<file path="src/rtl/rf_alu_datapath.sv">
// rf_alu_datapath: sixteen 16-bit registers feeding a one-cycle ALU with a registered result.
// Define RF_ALU_FLAGS_EN to build the {C,L,F,Z,N} flag register; without it flags read 0 and CMP/CMPI do nothing.
module rf_alu_datapath (
    input  logic        clk,
    input  logic        reset,
    input  logic [7:0]  alu_op,
    input  logic [7:0]  muxes,
    input  logic [15:0] regs_en,
    input  logic [15:0] imm,
    output logic [15:0] result,
    output logic [4:0]  flags,
    input  logic [3:0]  dbg_sel,
    output logic [15:0] dbg_data
);
    typedef enum logic [3:0] {OP_NOP, OP_AND, OP_OR, OP_XOR, OP_ADD, OP_SUB, OP_CMP, OP_MOV, OP_LSH, OP_LUI} op_e;
    op_e         w_op;
    logic        w_imm_src;
    logic [15:0] r_rf [16];
    logic [15:0] r_result;
    logic [15:0] w_a, w_b, w_sum, w_diff, w_lsh, w_alu;
    logic [4:0]  w_mag;
    logic        w_wr;
    // Unknown opcode bits match no case item, so x/z falls through to NOP.
    always_comb begin
        w_op = OP_NOP;
        w_imm_src = 1'b0;
        case (alu_op[7:4])
            4'h0: case (alu_op[3:0])
                4'h1: w_op = OP_AND;
                4'h2: w_op = OP_OR;
                4'h3: w_op = OP_XOR;
                4'h5: w_op = OP_ADD;
                4'h9: w_op = OP_SUB;
                4'hB: w_op = OP_CMP;
                4'hD: w_op = OP_MOV;
                default: w_op = OP_NOP;
            endcase
            4'h1: begin w_op = OP_AND; w_imm_src = 1'b1; end
            4'h2: begin w_op = OP_OR;  w_imm_src = 1'b1; end
            4'h3: begin w_op = OP_XOR; w_imm_src = 1'b1; end
            4'h5: begin w_op = OP_ADD; w_imm_src = 1'b1; end
            4'h9: begin w_op = OP_SUB; w_imm_src = 1'b1; end
            4'hB: begin w_op = OP_CMP; w_imm_src = 1'b1; end
            4'hD: begin w_op = OP_MOV; w_imm_src = 1'b1; end
            4'h8: w_op = (alu_op[3:0] == 4'h4) ? OP_LSH : OP_NOP;
            4'hF: w_op = OP_LUI;
            default: w_op = OP_NOP;
        endcase
    end
    assign w_a    = r_rf[muxes[7:4]];
    assign w_b    = w_imm_src ? imm : r_rf[muxes[3:0]];
    assign w_sum  = w_a + w_b;
    assign w_diff = w_a - w_b;
    // Shift amount is a signed 5-bit value; only -16 reaches a magnitude of 16.
    assign w_mag  = 5'd0 - w_b[4:0];
    assign w_lsh  = !w_b[4] ? (w_a << w_b[3:0]) : w_mag[4] ? 16'h0000 : (w_a >> w_mag[3:0]);
    assign w_alu  = (w_op == OP_AND) ? (w_a & w_b) :
                    (w_op == OP_OR)  ? (w_a | w_b) :
                    (w_op == OP_XOR) ? (w_a ^ w_b) :
                    (w_op == OP_ADD) ? w_sum :
                    (w_op == OP_SUB) ? w_diff :
                    (w_op == OP_MOV) ? w_b :
                    (w_op == OP_LSH) ? w_lsh :
                    (w_op == OP_LUI) ? {imm[7:0], 8'h00} : 16'h0000;
    assign w_wr   = (w_op != OP_NOP) && (w_op != OP_CMP);
    always_ff @(posedge clk) begin
        if (reset) begin
            for (int i = 0; i < 16; i++) r_rf[i] <= 16'h0000;
            r_result <= 16'h0000;
        end else if (w_wr) begin
            for (int i = 0; i < 16; i++) if (regs_en[i]) r_rf[i] <= w_alu;
            r_result <= w_alu;
        end
    end
    assign result   = r_result;
    assign dbg_data = r_rf[dbg_sel];
`ifdef RF_ALU_FLAGS_EN
    logic [4:0] r_flags;
    logic       w_add_c, w_add_v, w_sub_c, w_sub_v, w_slt;
    assign w_add_c = w_sum < w_a;
    assign w_add_v = (w_a[15] == w_b[15]) && (w_sum[15] != w_a[15]);
    assign w_sub_c = w_a < w_b;
    assign w_sub_v = (w_a[15] != w_b[15]) && (w_diff[15] != w_a[15]);
    assign w_slt   = $signed(w_a) < $signed(w_b);
    always_ff @(posedge clk) begin
        if (reset)
            r_flags <= 5'b00000;
        else if (w_op == OP_ADD)
            r_flags <= {w_add_c, r_flags[3], w_add_v, r_flags[1:0]};
        else if (w_op == OP_SUB)
            r_flags <= {w_sub_c, r_flags[3], w_sub_v, r_flags[1:0]};
        else if (w_op == OP_CMP)
            r_flags <= {r_flags[4], w_sub_c, r_flags[2], w_a == w_b, w_slt};
    end
    assign flags = r_flags;
`else
    assign flags = 5'b00000;
`endif
endmodule

</file>
<file path="config.mk">
export PLATFORM = sky130hd
export DESIGN_NAME = rf_alu_datapath
export DESIGN_NICKNAME = d
export VERILOG_FILES = /design/src/rtl/rf_alu_datapath.sv
export SDC_FILE = /design/constraint.sdc
export NUM_CORES = 1
export LEC_CHECK = 0
export CORE_MARGIN = 2
export CORE_UTILIZATION = 55
export CTS_CLUSTER_DIAMETER = 100
export CTS_CLUSTER_SIZE = 28
export DETAILED_ROUTE_END_ITERATION = 16
export MAX_ROUTING_LAYER = met4
export PLACE_DENSITY = 0.71
export SLEW_MARGIN = 20
export SYNTH_ARGS = -nofsm -noshare
export SYNTH_HDL_FRONTEND = slang
export SYNTH_SLANG_ARGS = --single-unit
export TNS_END_PERCENT = 30
</file>
<file path="constraint.sdc">
create_clock -name clk -period 6.76 [get_ports clk]
set_input_delay 1.014 -clock clk [delete_from_list [all_inputs] [get_ports clk]]
set_output_delay 1.014 -clock clk [all_outputs]
set_load 0.03 [all_outputs]
</file>
[After elaboration in Yosys (flattened, before gate mapping)]
Memories as Yosys holds them, arrays and structs flattened.
Index checks and enable logic that the tools add are counted.
W data, S select, Z words.
Storage, ports and cells
  register bits after elaboration: 16
  bits in writable memories: 256
  bits of input ports: 54
  output and inout bits: 37
  word-level logic and storage cells: 153
  memories: 1
Memories
  r_rf: depth 16, bits a word 16, read ports 3, clocked after Yosys merged registers in 0, write ports 16, RTL line 18  | logic [15:0] r_rf [16];
Operators by class
  add/subtract/negate cells: 3
  eq/ne operators: 26
  shifts and indexed selects: 2
  muxes and demuxes: 97
  bitwise gates (word level): 19
  reduce and logical (&&, ||, !) cells: 4
Operators by type and width (number)
  $mux W16: 27
  $mux W1: 67
  $eq A4 B4 Y1 const B: 10
  $pmux W4 S10: 1
  $eq A4 B2 Y1 const B: 6
  $eq A4 B3 Y1 const B: 6
  $pmux W3 S7: 1
  $add A16 B16 Y16: 1
  $and A16 B16 Y16: 1
  $or A1 B1 Y1: 16
  $or A16 B16 Y16: 1
  $shl A16 B4 Y16: 1
  $shr A16 B4 Y16: 1
  $sub A16 B16 Y16: 1
  $xor A16 B16 Y16: 1
  $eq A4 B1 Y1 const B: 3
  $reduce_or A7 Y1: 1
  $sub A1 B5 Y5 const A: 1
  $logic_not A4 Y1: 1
  $mux W4: 1
  $ne A4 B3 Y1 const B: 1
  $reduce_bool A4 Y1: 1
  $logic_and A1 B1 Y1: 1

[Logic depth before layout (Yosys ltp)]
  depth after elaboration: 16
  mapped depth: 22
  depth with buffers taken out: 16

[Worst setup path after synthesis]
Ideal clock, no wire load.
  path kind: input to register
  start: input port muxes[0]
  end: memory r_rf[10][12] (data pin)
  arrival time: 5.851 ns
  setup slack: 0.718 ns
  stages: 20
  cells stage by stage: buf_4 > buf_2 > buf_2 > buf_2 > mux4_2 > mux4_2 > mux2i_1 > inv_1 > ha_1 > inv_1 > a21o_1 > and2_1 > a311o_1 > a21oi_1 > o21ai_0 > and4_1 > a211o_1 > o21ai_0 > clkbuf_1 > nor2b_1
RTL lines
  start, declared: RTL line 7  | input logic [7:0] muxes,
  end, declared: RTL line 18

==> results.cfg <==
[pwr]
irDropWorstVdd_v = 0.000253
p_comb_share_pct = 39.8
power_density_nw_per_um2 = 256
p_sw_share_pct = 38.1
clkPwrFrac_pct = 20.2
pwr-share-seq_pct = 40.0
p_total_uw = 5610
p_leak_uw = 0.00820
p_int_uw = 3470
switchingPower_uw = 2140

[clocking]
clk_path_buf_depth = 3
cts_buffers = 16
cts_root_buf = clkbuf_16
cts_resized = 0
hold_buffers = 0
cts_setup_buffers = 0
clkTransAtPathRegs_ps = 100
cts_sinks = 272
insertion_delay_ps = 570
h-tree-depth = 1
cts_tree = yes

[worst_setup_path]
cp.arrival_ps = 6340
worst-path-max-fanout = 27
crit_path_start_kind = primary input
r2r_cells = 16
path_class = primary input to flip-flop
required_ps = 7160
end_kind = flip-flop

[synthesis]
seq_area_frac_synth_pct = 40.5
yosys_warnings = 0
synth_seq_cells = 272
synth-edff-count = 256
synth-async-reset-ratio_pct = 0
syn_area_um2 = 19800
syn_area_per_cell_um2 = 12.3
synth_ff_type = edfxtp_1
synthCells = 1606
synth_cell_types = 90

[cells_and_area]
syn2layout_area_growth_pct = 10.9
drive_above_1_share_pct = 23.4
final_cell_mix = edfxtp_1 (256), mux4_2 (220), nor2_1 (159)
final_common_cell = edfxtp_1
layout.nets = 1776

[routing]
vias = 16164
totalWireLength_um = 73400
initialDrtViolationCount = 2558
wire_per_inst_um = 34.2
ant_nets = 0
via_per_inst = 7.53
route.detailed.drc = 0
dr.pass1.iters = 6

[sta]
maxSlewHeadroom_pct = 24.4
worst_slack_ps = 828
tightest_slew_ps = 1120
layout_min_cycle_time_ps = 5930
finalSetupViolations = 0
period_share_pct = 87.7
grt_setup_unrepaired = no
tns_ps = 0
hold_viol = 0
finalMaxSlewViolations = 0
fmax_mhz = 169
skew_ps = 79.2

[worst_hold_path]
min_path_type = flip-flop to flip-flop
holdPathStages = 2

[global_routing]
grt-ovfl-total = 0
grt_pass1_vias = 15492
grt_usage_pct = 40.4
grt_pass1_wl_um = 106000
antenna_found_initial = 2
grt_max_degree = 55

[place]
gp_congestion = 1.07
place_ws_ps = 419
dp_hpwl_um = 51800
port_buffers = 85

[die]
die_h_um = 194
io_pins = 91
dieArea_um2 = 37400
row_count = 69
start_util_pct = 55.7
core_area_um2 = 35500
die_w_um = 194

[job]
cap_violations = 0

[status]
status = finished, final reports clean
==> per-stage QoR <==
step,instances,util (%),hold WS (ps),area [µm²]
6_report,2146,61.7,454,21900
2_1_floorplan,1610,-,584,19800
3_3_place_gp,2115,60.1,437,21300
3_5_place_dp,2115,60.1,447,21300
4_1_cts,2143,61.7,456,21900
5_1_grt,2145,61.7,481,21900
==> path summary, 6_finish.rpt <==
check | end | startpoint | slack [ps]
hold reg to reg | result[13]$_SDFFE_PP0P_ | result[13]$_SDFFE_PP0P_ | 450
hold / removal | result[13]$_SDFFE_PP0P_ | result[13]$_SDFFE_PP0P_ | 450
setup / recovery | r_rf[8][7]$_SDFFCE_PN0P_ | muxes[4] | 830
setup reg to reg | r_rf[12][12]$_DFFE_PP_ | r_rf[3][5]$_SDFFCE_PN0P_ | 1430
==> worst max-delay path, stage by stage <==
cell and delay [ps]:
buf_4 450, buf_4 290, buf_12 240, mux4_2 260, mux2i_1 70, mux2i_1 550, buf_4 310, inv_1 120
a21oi_1 650, a21oi_1 360, mux4_2 620, a2111oi_2 660, o21a_2 480, and3_1 220
==> synth_stat cells, drive strengths merged, types with 16 or more instances <==
cell type	count	area share, %
nor2b	18	0.57
clkbuf	76	1.5
nor2	160	3.0
ha	48	3.0
dfxtp	16	1.6
mux2i	48	2.4
buf	68	2.1
o211ai	20	0.76
mux4	220	25
and3	65	2.1
nand3	39	1.1
xnor2	17	0.75
inv	43	0.82
a21oi	90	2.3
nor3	28	0.73
edfxtp	256	39
a21o	28	1.1
nand2	95	1.8
a211oi	16	0.61
o21ai	63	1.6
==> cell families (layout without fill, tap and decap cells) <==
group | Yosys count | count (layout) | synth area share, %
buffers and inverters | 190 | 262 | 4.42
adders and majority gates | 50 | 50 | 3.24
AOI/OAI and AO/OA | 355 | 355 | 12.2
xor gates and xnor gates | 20 | 20 | 0.887
other | 1 | 8 | 0.0190
and+or+nand+nor | 438 | 438 | 10.5
muxes | 280 | 280 | 28.2
DFF | 272 | 272 | 40.5
==> power groups by stage <==
stage / combinational (µW) / sequential, µW / clock [µW]
3_3_place_gp: 2170 / 2260 / 0
3_5_place_dp: 2160 / 2270 / 0
5_1_grt: 2340 / 2260 / 1190
6_report: 2230 / 2240 / 1130
4_1_cts: 2170 / 2240 / 1140
2_1_floorplan: 1390 / 2240 / 0
==> metal layers <==
metal	part of all wire, %	wire [µm]	GRT usage (%)	up-vias
li1	-	-	-	6545
met1	35	25400	51.5	8011
met2	46	33900	61.1	1359
met3	13	9520	9.33	249
met4	6.3	4620	20.6	0
met5	0	0	-	-
==> flip-flops by register name (all words and copies together) (netlist names) <==
name    count
result     16
r_rf      256
==> layout make-up <==
cell class | count | area (µm²)
Clock inverter | 5 | 126
Tap cell | 461 | 577
Antenna cell | 3 | 7.51
Clock buffer | 23 | 427
Inverter | 46 | 174
Timing Repair Buffer | 188 | 1640
Multi-Input combinational cell | 1148 | 10900
Fill cell | 2737 | 13600
Sequential cell | 272 | 8010
Power figures use the tool's default switching activity.
